===== src/rtl/ysyx_23060201_pkg.sv =====
// Shared ALU op encodings and arbiter state encoding for the ysyx_23060201 core.
package ysyx_23060201_pkg;

  localparam logic [3:0] ALU_ADD  = 4'b0000;
  localparam logic [3:0] ALU_SUB  = 4'b1000;
  localparam logic [3:0] ALU_XOR  = 4'b0100;
  localparam logic [3:0] ALU_OR   = 4'b0110;
  localparam logic [3:0] ALU_AND  = 4'b0111;
  localparam logic [3:0] ALU_SLL  = 4'b0001;
  localparam logic [3:0] ALU_SRL  = 4'b0101;
  localparam logic [3:0] ALU_SRA  = 4'b1101;
  localparam logic [3:0] ALU_SLT  = 4'b0010;
  localparam logic [3:0] ALU_SLTU = 4'b0011;

  typedef enum logic [1:0] {
    ST_IDLE = 2'd0,
    ST_EXEC = 2'd1,
    ST_RESP = 2'd2
  } arb_state_e;

endpackage


===== src/rtl/ysyx_23060201_ALU.sv =====
// Purely combinational 32-bit ALU; codes it does not decode produce zero.
module ysyx_23060201_ALU
  import ysyx_23060201_pkg::*;
(
  input  logic [31:0] a,
  input  logic [31:0] b,
  input  logic [3:0]  ctl,
  output logic [31:0] res
);

  logic [4:0] shamt;

  always_comb begin
    shamt = b[4:0];
    res   = '0;
    case (ctl)
      ALU_ADD:  res = a + b;
      ALU_SUB:  res = a - b;
      ALU_XOR:  res = a ^ b;
      ALU_OR:   res = a | b;
      ALU_AND:  res = a & b;
      ALU_SLL:  res = a << shamt;
      ALU_SRL:  res = a >> shamt;
      ALU_SRA:  res = $unsigned($signed(a) >>> shamt);
      ALU_SLT:  res = {31'd0, $signed(a) < $signed(b)};
      ALU_SLTU: res = {31'd0, a < b};
      default:  res = '0;
    endcase
  end

endmodule


===== src/rtl/ysyx_23060201_alu_arbiter.sv =====
// Round-robin arbiter sharing one ALU between the EXU (requester 0) and LSU (requester 1).
module ysyx_23060201_alu_arbiter
  import ysyx_23060201_pkg::*;
#(
  parameter int W    = 32,
  parameter int CTLW = 4
) (
  input  logic            clk,
  input  logic            rst,
  input  logic            req_valid_0,
  input  logic            req_valid_1,
  output logic            req_ready_0,
  output logic            req_ready_1,
  input  logic [W-1:0]    req_a_0,
  input  logic [W-1:0]    req_a_1,
  input  logic [W-1:0]    req_b_0,
  input  logic [W-1:0]    req_b_1,
  input  logic [CTLW-1:0] req_ctl_0,
  input  logic [CTLW-1:0] req_ctl_1,
  output logic            resp_valid_0,
  output logic            resp_valid_1,
  input  logic            resp_ready_0,
  input  logic            resp_ready_1,
  output logic [W-1:0]    resp_res,
  output logic            busy
);

  arb_state_e      state_q, state_d;
  logic            last_q, last_d;
  logic            owner_q, owner_d;
  logic [W-1:0]    a_q, a_d;
  logic [W-1:0]    b_q, b_d;
  logic [CTLW-1:0] ctl_q, ctl_d;
  logic [W-1:0]    res_q, res_d;

  logic [W-1:0]    alu_res;
  logic            owner_resp_ready;
  logic            can_accept;
  logic            winner;
  logic            grant_0;
  logic            grant_1;
  logic            req_hs;

  ysyx_23060201_ALU u_alu (
    .a   (a_q),
    .b   (b_q),
    .ctl (ctl_q),
    .res (alu_res)
  );

  // A grant is possible in IDLE, or in RESP when the owner drains its result the same cycle.
  always_comb begin
    owner_resp_ready = owner_q ? resp_ready_1 : resp_ready_0;
    can_accept       = !rst && ((state_q == ST_IDLE) ||
                                ((state_q == ST_RESP) && owner_resp_ready));
    winner           = (req_valid_0 && req_valid_1) ? ~last_q : req_valid_1;
    grant_0          = can_accept && req_valid_0 && !winner;
    grant_1          = can_accept && req_valid_1 && winner;
    req_hs           = grant_0 || grant_1;
  end

  always_comb begin
    state_d = state_q;
    last_d  = last_q;
    owner_d = owner_q;
    a_d     = a_q;
    b_d     = b_q;
    ctl_d   = ctl_q;
    res_d   = res_q;

    case (state_q)
      ST_IDLE: if (req_hs) state_d = ST_EXEC;
      ST_EXEC: begin
        res_d   = alu_res;
        state_d = ST_RESP;
      end
      ST_RESP: if (owner_resp_ready) state_d = req_hs ? ST_EXEC : ST_IDLE;
      default: state_d = ST_IDLE;
    endcase

    if (req_hs) begin
      owner_d = winner;
      last_d  = winner;
      a_d     = winner ? req_a_1   : req_a_0;
      b_d     = winner ? req_b_1   : req_b_0;
      ctl_d   = winner ? req_ctl_1 : req_ctl_0;
    end
  end

  always_ff @(posedge clk) begin
    if (rst) begin
      state_q <= ST_IDLE;
      last_q  <= 1'b1;
      owner_q <= 1'b0;
      a_q     <= '0;
      b_q     <= '0;
      ctl_q   <= '0;
      res_q   <= '0;
    end else begin
      state_q <= state_d;
      last_q  <= last_d;
      owner_q <= owner_d;
      a_q     <= a_d;
      b_q     <= b_d;
      ctl_q   <= ctl_d;
      res_q   <= res_d;
    end
  end

  assign req_ready_0  = grant_0;
  assign req_ready_1  = grant_1;
  assign resp_valid_0 = (state_q == ST_RESP) && !owner_q;
  assign resp_valid_1 = (state_q == ST_RESP) && owner_q;
  assign resp_res     = res_q;
  assign busy         = (state_q != ST_IDLE);

endmodule


===== config.mk =====
export PLATFORM = sky130hd
export DESIGN_NAME = ysyx_23060201_alu_arbiter
export DESIGN_NICKNAME = d
export VERILOG_FILES = /design/src/rtl/ysyx_23060201_pkg.sv /design/src/rtl/ysyx_23060201_ALU.sv /design/src/rtl/ysyx_23060201_alu_arbiter.sv
export SDC_FILE = /design/constraint.sdc
export NUM_CORES = 1
export LEC_CHECK = 0
export BUFFER_PORTS_ARGS = -buffer_cell sky130_fd_sc_hd__buf_2
export CORE_UTILIZATION = 40
export CTS_BUF_LIST = sky130_fd_sc_hd__clkbuf_8
export DETAILED_ROUTE_END_ITERATION = 7
export SLEW_MARGIN = 20
export SYNTH_ARGS = -nofsm -noshare
export SYNTH_HDL_FRONTEND = slang
export SYNTH_SLANG_ARGS = --single-unit
export TNS_END_PERCENT = 5

===== constraint.sdc =====
create_clock -name clk -period 8.05 [get_ports clk]
set_input_delay 1.61 -clock clk [delete_from_list [all_inputs] [get_ports clk]]
set_output_delay 1.61 -clock clk [all_outputs]
set_load 0.005 [all_outputs]

==> out/qor.csv, run 1 <==
stage,metric,value,unit
run_status,run_status,completed,
critical_path,critPathMaxFanout,58,
cts,numClockSinks,104,
cells_and_area,areaGrowthSynthToFinish,10.5,%
cells_and_area,final_layout_size_suffix_gt1_frac,0.176,
cts,worst_skew_pair.late_latency,0.45,ns
cts,post_cts_clock_slew_at_the_launch_and_capture_registers_of_the_worst_setup_and_hold_paths,0.13,ns
grt,globalRouteOverflowTotal,0,
die,start_util,0.406,
timing,fin_setup_tns,0,ns
timing,post-route-min-period,4.66,ns
logic_synthesis,synth.net_count,1929,
cts,cts_inserted_buffers,9,
logic_synthesis,number_of_different_library_cells_in_the_post_synthesis_netlist,74,
detailed_routing,num_vias,14000,
logic_synthesis,synth_ff_type,dfxtp_1,
timing,timing.final.setup_violations,0,
cts,h-tree-depth,3,
cts,clock_path_buffers,2,
power,power.clock.fraction,0.168,
logic_synthesis,synth_edf_count,0,
die,die_width,181,um
cells_and_area,final_nets,2013,
power,cell_internal_pwr,1.20,mW
cts,postCtsHoldBufs,0,
worst_hold_path,hold_class,flip-flop to flip-flop,
placed_design,numPortBuffers,178,
grt,grt_pass1_wl,82.2,mm
die,coreArea,31500,um^2
timing,clock_skew_after_layout,0.0301,ns
logic_synthesis,synth_cells,1688,
detailed_routing,drt.antenna.violating_nets,0,
cells_and_area,final_cell_area,14100,um^2
critical_path,critical_path_endpoint_category,flip-flop,
placed_design,dp.cells,2163,
logic_synthesis,synth.most_common_cell,nor2_1,
logic_synthesis,syn-cell-area,12800,um^2
detailed_routing,drt-wirelength-per-cell,25.7,um
logic_synthesis,yosys.area.top_type_share,0.163,
power,vdd_drop_max,0.000115,V
power,power.share.sequential,0.283,
grt,number_of_antenna_violations_at_the_first_check_in_global_routing,1,
logic_synthesis,synth-seq-area-share,0.163,
flow_run,drv.max_cap_violation_count,0,
placed_design,placedInstanceArea,13900,um^2
power,total_switching_power,1.09,mW
cts,cts_resized,0,
critical_path,worst_ep_arrival_time,5.00,ns
detailed_routing,wirelength,55.9,mm
detailed_routing,route.detailed.vias_per_inst,6.44,
logic_synthesis,most_area_consuming_cells_after_synthesis,"dfxtp_1, ha_1, mux4_2",
timing,max_slew_margin,0.246,
cells_and_area,final-instance-count-excl-fill,2179,
die,fp.dieArea,32700,um^2
grt,grt_pass1_vias,12600,
logic_synthesis,synth_async_sr_flop_share,0,
timing,timing.final.hold_violations,0,
placed_design,hpwlAfterDp,42.8,mm
critical_path,crit_type,flip-flop to flip-flop,
detailed_routing,drt_iter0_drc,1743,
placed_design,finalWeightedCongestion,1.01,
power,netSwitchingFraction,0.476,
grt,grt_start_max_net_pins,97,
grt,grt.total_usage,0.336,
cts,cts_tree,yes,
die,floorplan.io_pins,179,
timing,rsz0062_at_grt,no,
detailed_routing,drc,0,
timing,slew_viol_final,0,
cts,cts_root_buf,clkbuf_8,
critical_path,timing.critical_path.from_type,flip-flop,
power,pwr-share-comb,0.549,
logic_synthesis,synth_top_cells_by_count,"nor2_1, a21oi_1, mux2i_1",
timing,max_freq,215,MHz
cells_and_area,antenna_cells,0,
logic_synthesis,cell_type_with_the_largest_total_area_after_synthesis,dfxtp_1,
power,power_leakage,5.59,nW
timing,timing.final.crit_share,0.579,
logic_synthesis,yosys_register_bits,104,
logic_synthesis,synth_area_per_cell,7.58,um^2
detailed_routing,firstDrtPassIters,8,
logic_synthesis,ys_warn_count,0,
die,fp-row-count,65,
cts,cts_setup_buffers,0,
die,die_h,181,um
critical_path,cp.required,8.39,ns
power,power.density_cell_area,161,nW/um^2
timing,tightestPinTransition,1.13,ns
[layout by cell type (no fill, tap or decap), types with 12 or more instances in the layout]
cell type  Yosys  layout
o221ai_1      13      13
o211ai_1      21      21
a21oi_1      145     145
a221oi_1      25      25
buf_4          3      32
nand3_1       20      19
mux4_2        53      53
nor3_1        33      33
nor2_1       248     248
o22ai_1       17      17
nand2b_1      13      13
buf_2         13     178
mux2i_1      109     109
a22oi_1       16      16
ha_1          97      97
nand2_1       97      97
a211oi_1      99      99
o21bai_1      16      16
dfxtp_1      104     100
o21ai_0       99      99
inv_1         96      96
nor4_1        13      12
[final cells by class]
class | count | area (um^2)
clock buffers | 10 | 138
clock inverters | 6 | 83.8
fillers | 3295 | 17300
inverters | 97 | 364
multi-input cells | 1350 | 9830
flip-flops and latches | 104 | 2090
well taps | 402 | 503
repair buffers | 210 | 1130
[routing by layer]
metal | GRT usage | vias to the layer above | share of wire
li1 | - | 6454 | -
met1 | 0.460 | 6759 | 0.44
met2 | 0.518 | 705 | 0.44
met3 | 0.0514 | 120 | 0.076
met4 | 0.156 | 0 | 0.045
met5 | 0 | - | 0
[worst max-delay path, cell delays in order, from the launching register on]
cell and delay [ns]:
dfxtp_2 0.32, buf_4 0.49, inv_2 0.04, buf_4 0.33, ha_1 0.53, nor3_1 0.10, a2111oi_2 0.57, a211oi_1 0.23
nor3_1 0.57, a221oi_1 0.34, a21oi_1 0.27, a22oi_1 0.11, and3_1 0.21, a2111oi_0 0.39
[power by group through the flow]
stage	combinational, mW	sequential [mW]	clock [mW]
after floorplan	0.836	0.621	0
after global placement	1.21	0.655	0
after detailed placement	1.22	0.658	0
after CTS	1.22	0.645	0.393
after global routing	1.34	0.653	0.415
final	1.25	0.647	0.383
[final timing paths]
check	from	to	slack, ns	depth (start not counted)
worst min register to register	resp_res[22]$_SDFFE_PP0N_	resp_res[22]$_SDFFE_PP0N_	0.45	2
worst max register to register	b_q[2]$_SDFFE_PP0P_	resp_res[25]$_SDFFE_PP0N_	3.39	13
worst min-delay path	resp_res[22]$_SDFFE_PP0N_	resp_res[22]$_SDFFE_PP0N_	0.45	2
worst max-delay path	b_q[2]$_SDFFE_PP0P_	resp_res[25]$_SDFFE_PP0N_	3.39	13
[cell families after synthesis]
group | Yosys count | share of synthesized area
adder cells (fa/ha/maj) | 99 | 0.0980
buffers and inverters | 234 | 0.0714
flip-flops | 104 | 0.163
AND/OR/NAND/NOR | 496 | 0.173
multiplexers | 169 | 0.185
XOR/XNOR | 14 | 0.00958
AO/OA/AOI/OAI | 572 | 0.301
[flip-flops by register name (all words and copies together) (netlist names)]
signal and count:
a_q 32, b_q 32, resp_res 32, ctl_q 4, state_q 2, last_q 1
owner_q 1
[stage by stage]
step	worst slack (ns)	hold WS, ns	utilization	power (mW)
6_report	3.39	0.451	0.449	2.28
3_5_place_dp	3.60	0.442	0.442	1.87
4_1_cts	3.59	0.457	0.449	2.26
2_1_floorplan	3.81	0.446	-	1.46
3_3_place_gp	3.53	0.436	0.442	1.87
5_1_grt	3.11	0.487	0.449	2.41
Power figures use the tool's default switching activity.
==> run 2, diff against run 1 <==
==> constraint.sdc (replaced) <==
create_clock -name clk -period 4.5 [get_ports clk]
set_input_delay 0.9 -clock clk [delete_from_list [all_inputs] [get_ports clk]]
set_output_delay 0.9 -clock clk [all_outputs]
set_load 0.005 [all_outputs]
==> run 2 against run 1 <==
  * First-iteration DRC count increased by 9.6%
  * Clock power increased by 110%
  * Cell count increased by 1.5%
  * Design area increased by 2.3%
  * Global-route usage increased by 1.1 points
  * Sequential power increased by 78%
  * Die area unchanged
  * Non-clock buffer count increased by 33
==> out/qor.csv, run 2 (synthesis gave the netlist of run 1 again) <==
stage,metric,value,unit,change
timing,slew_viol_final,0,,unchanged
cts,cts_root_buf,clkbuf_8,,
placed_design,finalWeightedCongestion,1.04,,+3.6%
critical_path,crit_type,flip-flop to flip-flop,,
cells_and_area,final_cell_area,14500,um^2,+2.3%
detailed_routing,route.detailed.vias_per_inst,6.49,,+0.75%
cells_and_area,most-common-layout-cells,"nor2_1, buf_2, a21oi_1",,
die,fp-row-count,65,,unchanged
run_status,run_status,completed,,
timing,max_slew_margin,0.380,,+0.134
grt,globalRouteOverflowTotal,0,,unchanged
critical_path,critical_path_endpoint_category,flip-flop,,
placed_design,placedInstanceArea,14200,um^2,+2.0%
die,coreArea,31500,um^2,unchanged
cts,cts_resized,0,,unchanged
placed_design,place_worst_setup_slack,0.789,ns,-2.81 ns
timing,fin_setup_tns,0,ns,unchanged
detailed_routing,num_vias,14400,,+2.3%
critical_path,worst_ep_arrival_time,4.21,ns,-0.79 ns
cts,postCtsHoldBufs,0,,unchanged
timing,post-route-min-period,3.87,ns,-0.795 ns
timing,tightestPinTransition,0.930,ns,-0.198 ns
critical_path,timing.critical_path.from_type,flip-flop,,
placed_design,hpwlAfterDp,44.9,mm,+4.7%
die,die_h,181,um,unchanged
cts,cts_setup_buffers,0,,unchanged
grt,grt_pass1_wl,85.3,mm,+3.7%
cells_and_area,antenna_cells,0,,unchanged
grt,grt_start_max_net_pins,63,,-35%
die,start_util,0.406,,unchanged
timing,timing.final.setup_violations,0,,unchanged
cells_and_area,most_common_cell_after_layout_fill_and_taps_aside,nor2_1,,
power,power_leakage,5.78,nW,+3.4%
placed_design,numPortBuffers,178,,unchanged
cts,numClockSinks,104,,unchanged
timing,timing.final.hold_violations,0,,unchanged
timing,rsz0062_at_grt,no,,
critical_path,cp.required,4.85,ns,-3.54 ns
power,power.density_cell_area,296,nW/um^2,+83%
detailed_routing,drt-wirelength-per-cell,25.9,um,+0.99%
cts,cts_tree,yes,,
timing,clock_skew_after_layout,0.0371,ns,+0.00691 ns
die,die_width,181,um,unchanged
die,fp.dieArea,32700,um^2,unchanged
critical_path,critPathMaxFanout,12,,-79%
cts,cts_inserted_buffers,9,,unchanged
grt,number_of_antenna_violations_at_the_first_check_in_global_routing,1,,unchanged
grt,grt.total_usage,0.348,,+0.0111
worst_hold_path,hold_class,flip-flop to flip-flop,,
cts,clock_path_buffers,2,,unchanged
detailed_routing,drt.antenna.violating_nets,0,,unchanged
cells_and_area,final_layout_size_suffix_gt1_frac,0.192,,+0.0156
cells_and_area,areaGrowthSynthToFinish,13.0,%,
die,floorplan.io_pins,179,,unchanged
flow_run,drv.max_cap_violation_count,0,,unchanged
detailed_routing,firstDrtPassIters,6,,-2
grt,grt_pass1_vias,13100,,+3.5%
detailed_routing,drc,0,,unchanged
timing,timing.final.crit_share,0.859,,+0.280
timing,postLayoutSetupSlackWorst,0.633,ns,-2.76 ns
cts,h-tree-depth,3,,unchanged
cts,post_cts_clock_slew_at_the_launch_and_capture_registers_of_the_worst_setup_and_hold_paths,0.13,ns,about the same
detailed_routing,drt_iter0_drc,1911,,+9.6%
timing,max_freq,259,MHz,+21%
power,vdd_drop_max,0.000222,V,+92%
detailed_routing,wirelength,57.3,mm,+2.5%
cts,worst_skew_pair.late_latency,0.46,ns,about the same
cells_and_area,final_nets,2046,,+1.6%
-- run 2: changes by cell type in the layout (fill, tap and decap cells not counted), sizes merged --
cell / change
buf: +33
clkinv: -1
bufinv: +2
clkinvlp: -1
-- run 2: metrics by stage --
stage | power (mW) | util | hold slack (ns) | cells
floorplan | 2.61 | - | 0.446 | 1688
global placement | 3.41 | 0.451 | 0.435 | 2196
detailed placement | 3.41 | 0.451 | 0.447 | 2196
CTS | 4.23 | 0.459 | 0.462 | 2212
global route | 4.50 | 0.459 | 0.490 | 2212
finish | 4.28 | 0.459 | 0.461 | 2212
-- run 2: layer usage --
layer,global-route usage,up-vias,wire length (um)
met5,0,-,11
met4,0.164,2,2880
met3,0.0524,161,4640
met2,0.548,843,25600
met1,0.465,6822,24200
li1,-,6530,-
-- run 2: critical path, stage by stage (launching register included) --
cell and delay, ns:
dfxtp_1 0.56, inv_1 0.09, ha_1 0.45, nor3_1 0.11, a2111oi_2 0.51, buf_4 0.20, a211oi_1 0.08, nor3_1 0.52
a221oi_1 0.27, a21oi_1 0.28, a22oi_1 0.12, and3_1 0.19, a2111oi_0 0.38
-- run 2: cell type report --
class,count,area (um^2)
clock buffer,10,138
clock inverter,6,131
fill,3185,17000
inverter,97,364
multi-input combinational,1350,9830
sequential,104,2090
tap,402,503
timing repair buffer,243,1400
-- run 2: final timing paths --
kind | start | endpoint | slack (ns) | depth (start not counted)
setup reg to reg | a_q[4]$_SDFFE_PP0P_ | resp_res[25]$_SDFFE_PP0N_ | 0.63 | 12
hold / removal | resp_res[5]$_SDFFE_PP0N_ | resp_res[5]$_SDFFE_PP0N_ | 0.46 | 2
setup / recovery | a_q[4]$_SDFFE_PP0P_ | resp_res[25]$_SDFFE_PP0N_ | 0.63 | 12
hold reg to reg | resp_res[5]$_SDFFE_PP0N_ | resp_res[5]$_SDFFE_PP0N_ | 0.46 | 2
-- run 2: where the power goes --
| part | internal, mW | switching [mW] |
|---|---|---|
| clock network | 0.438 | 0.371 |
| logic | 0.858 | 1.47 |
| registers | 1.01 | 0.141 |
| total | 2.30 | 1.98 |
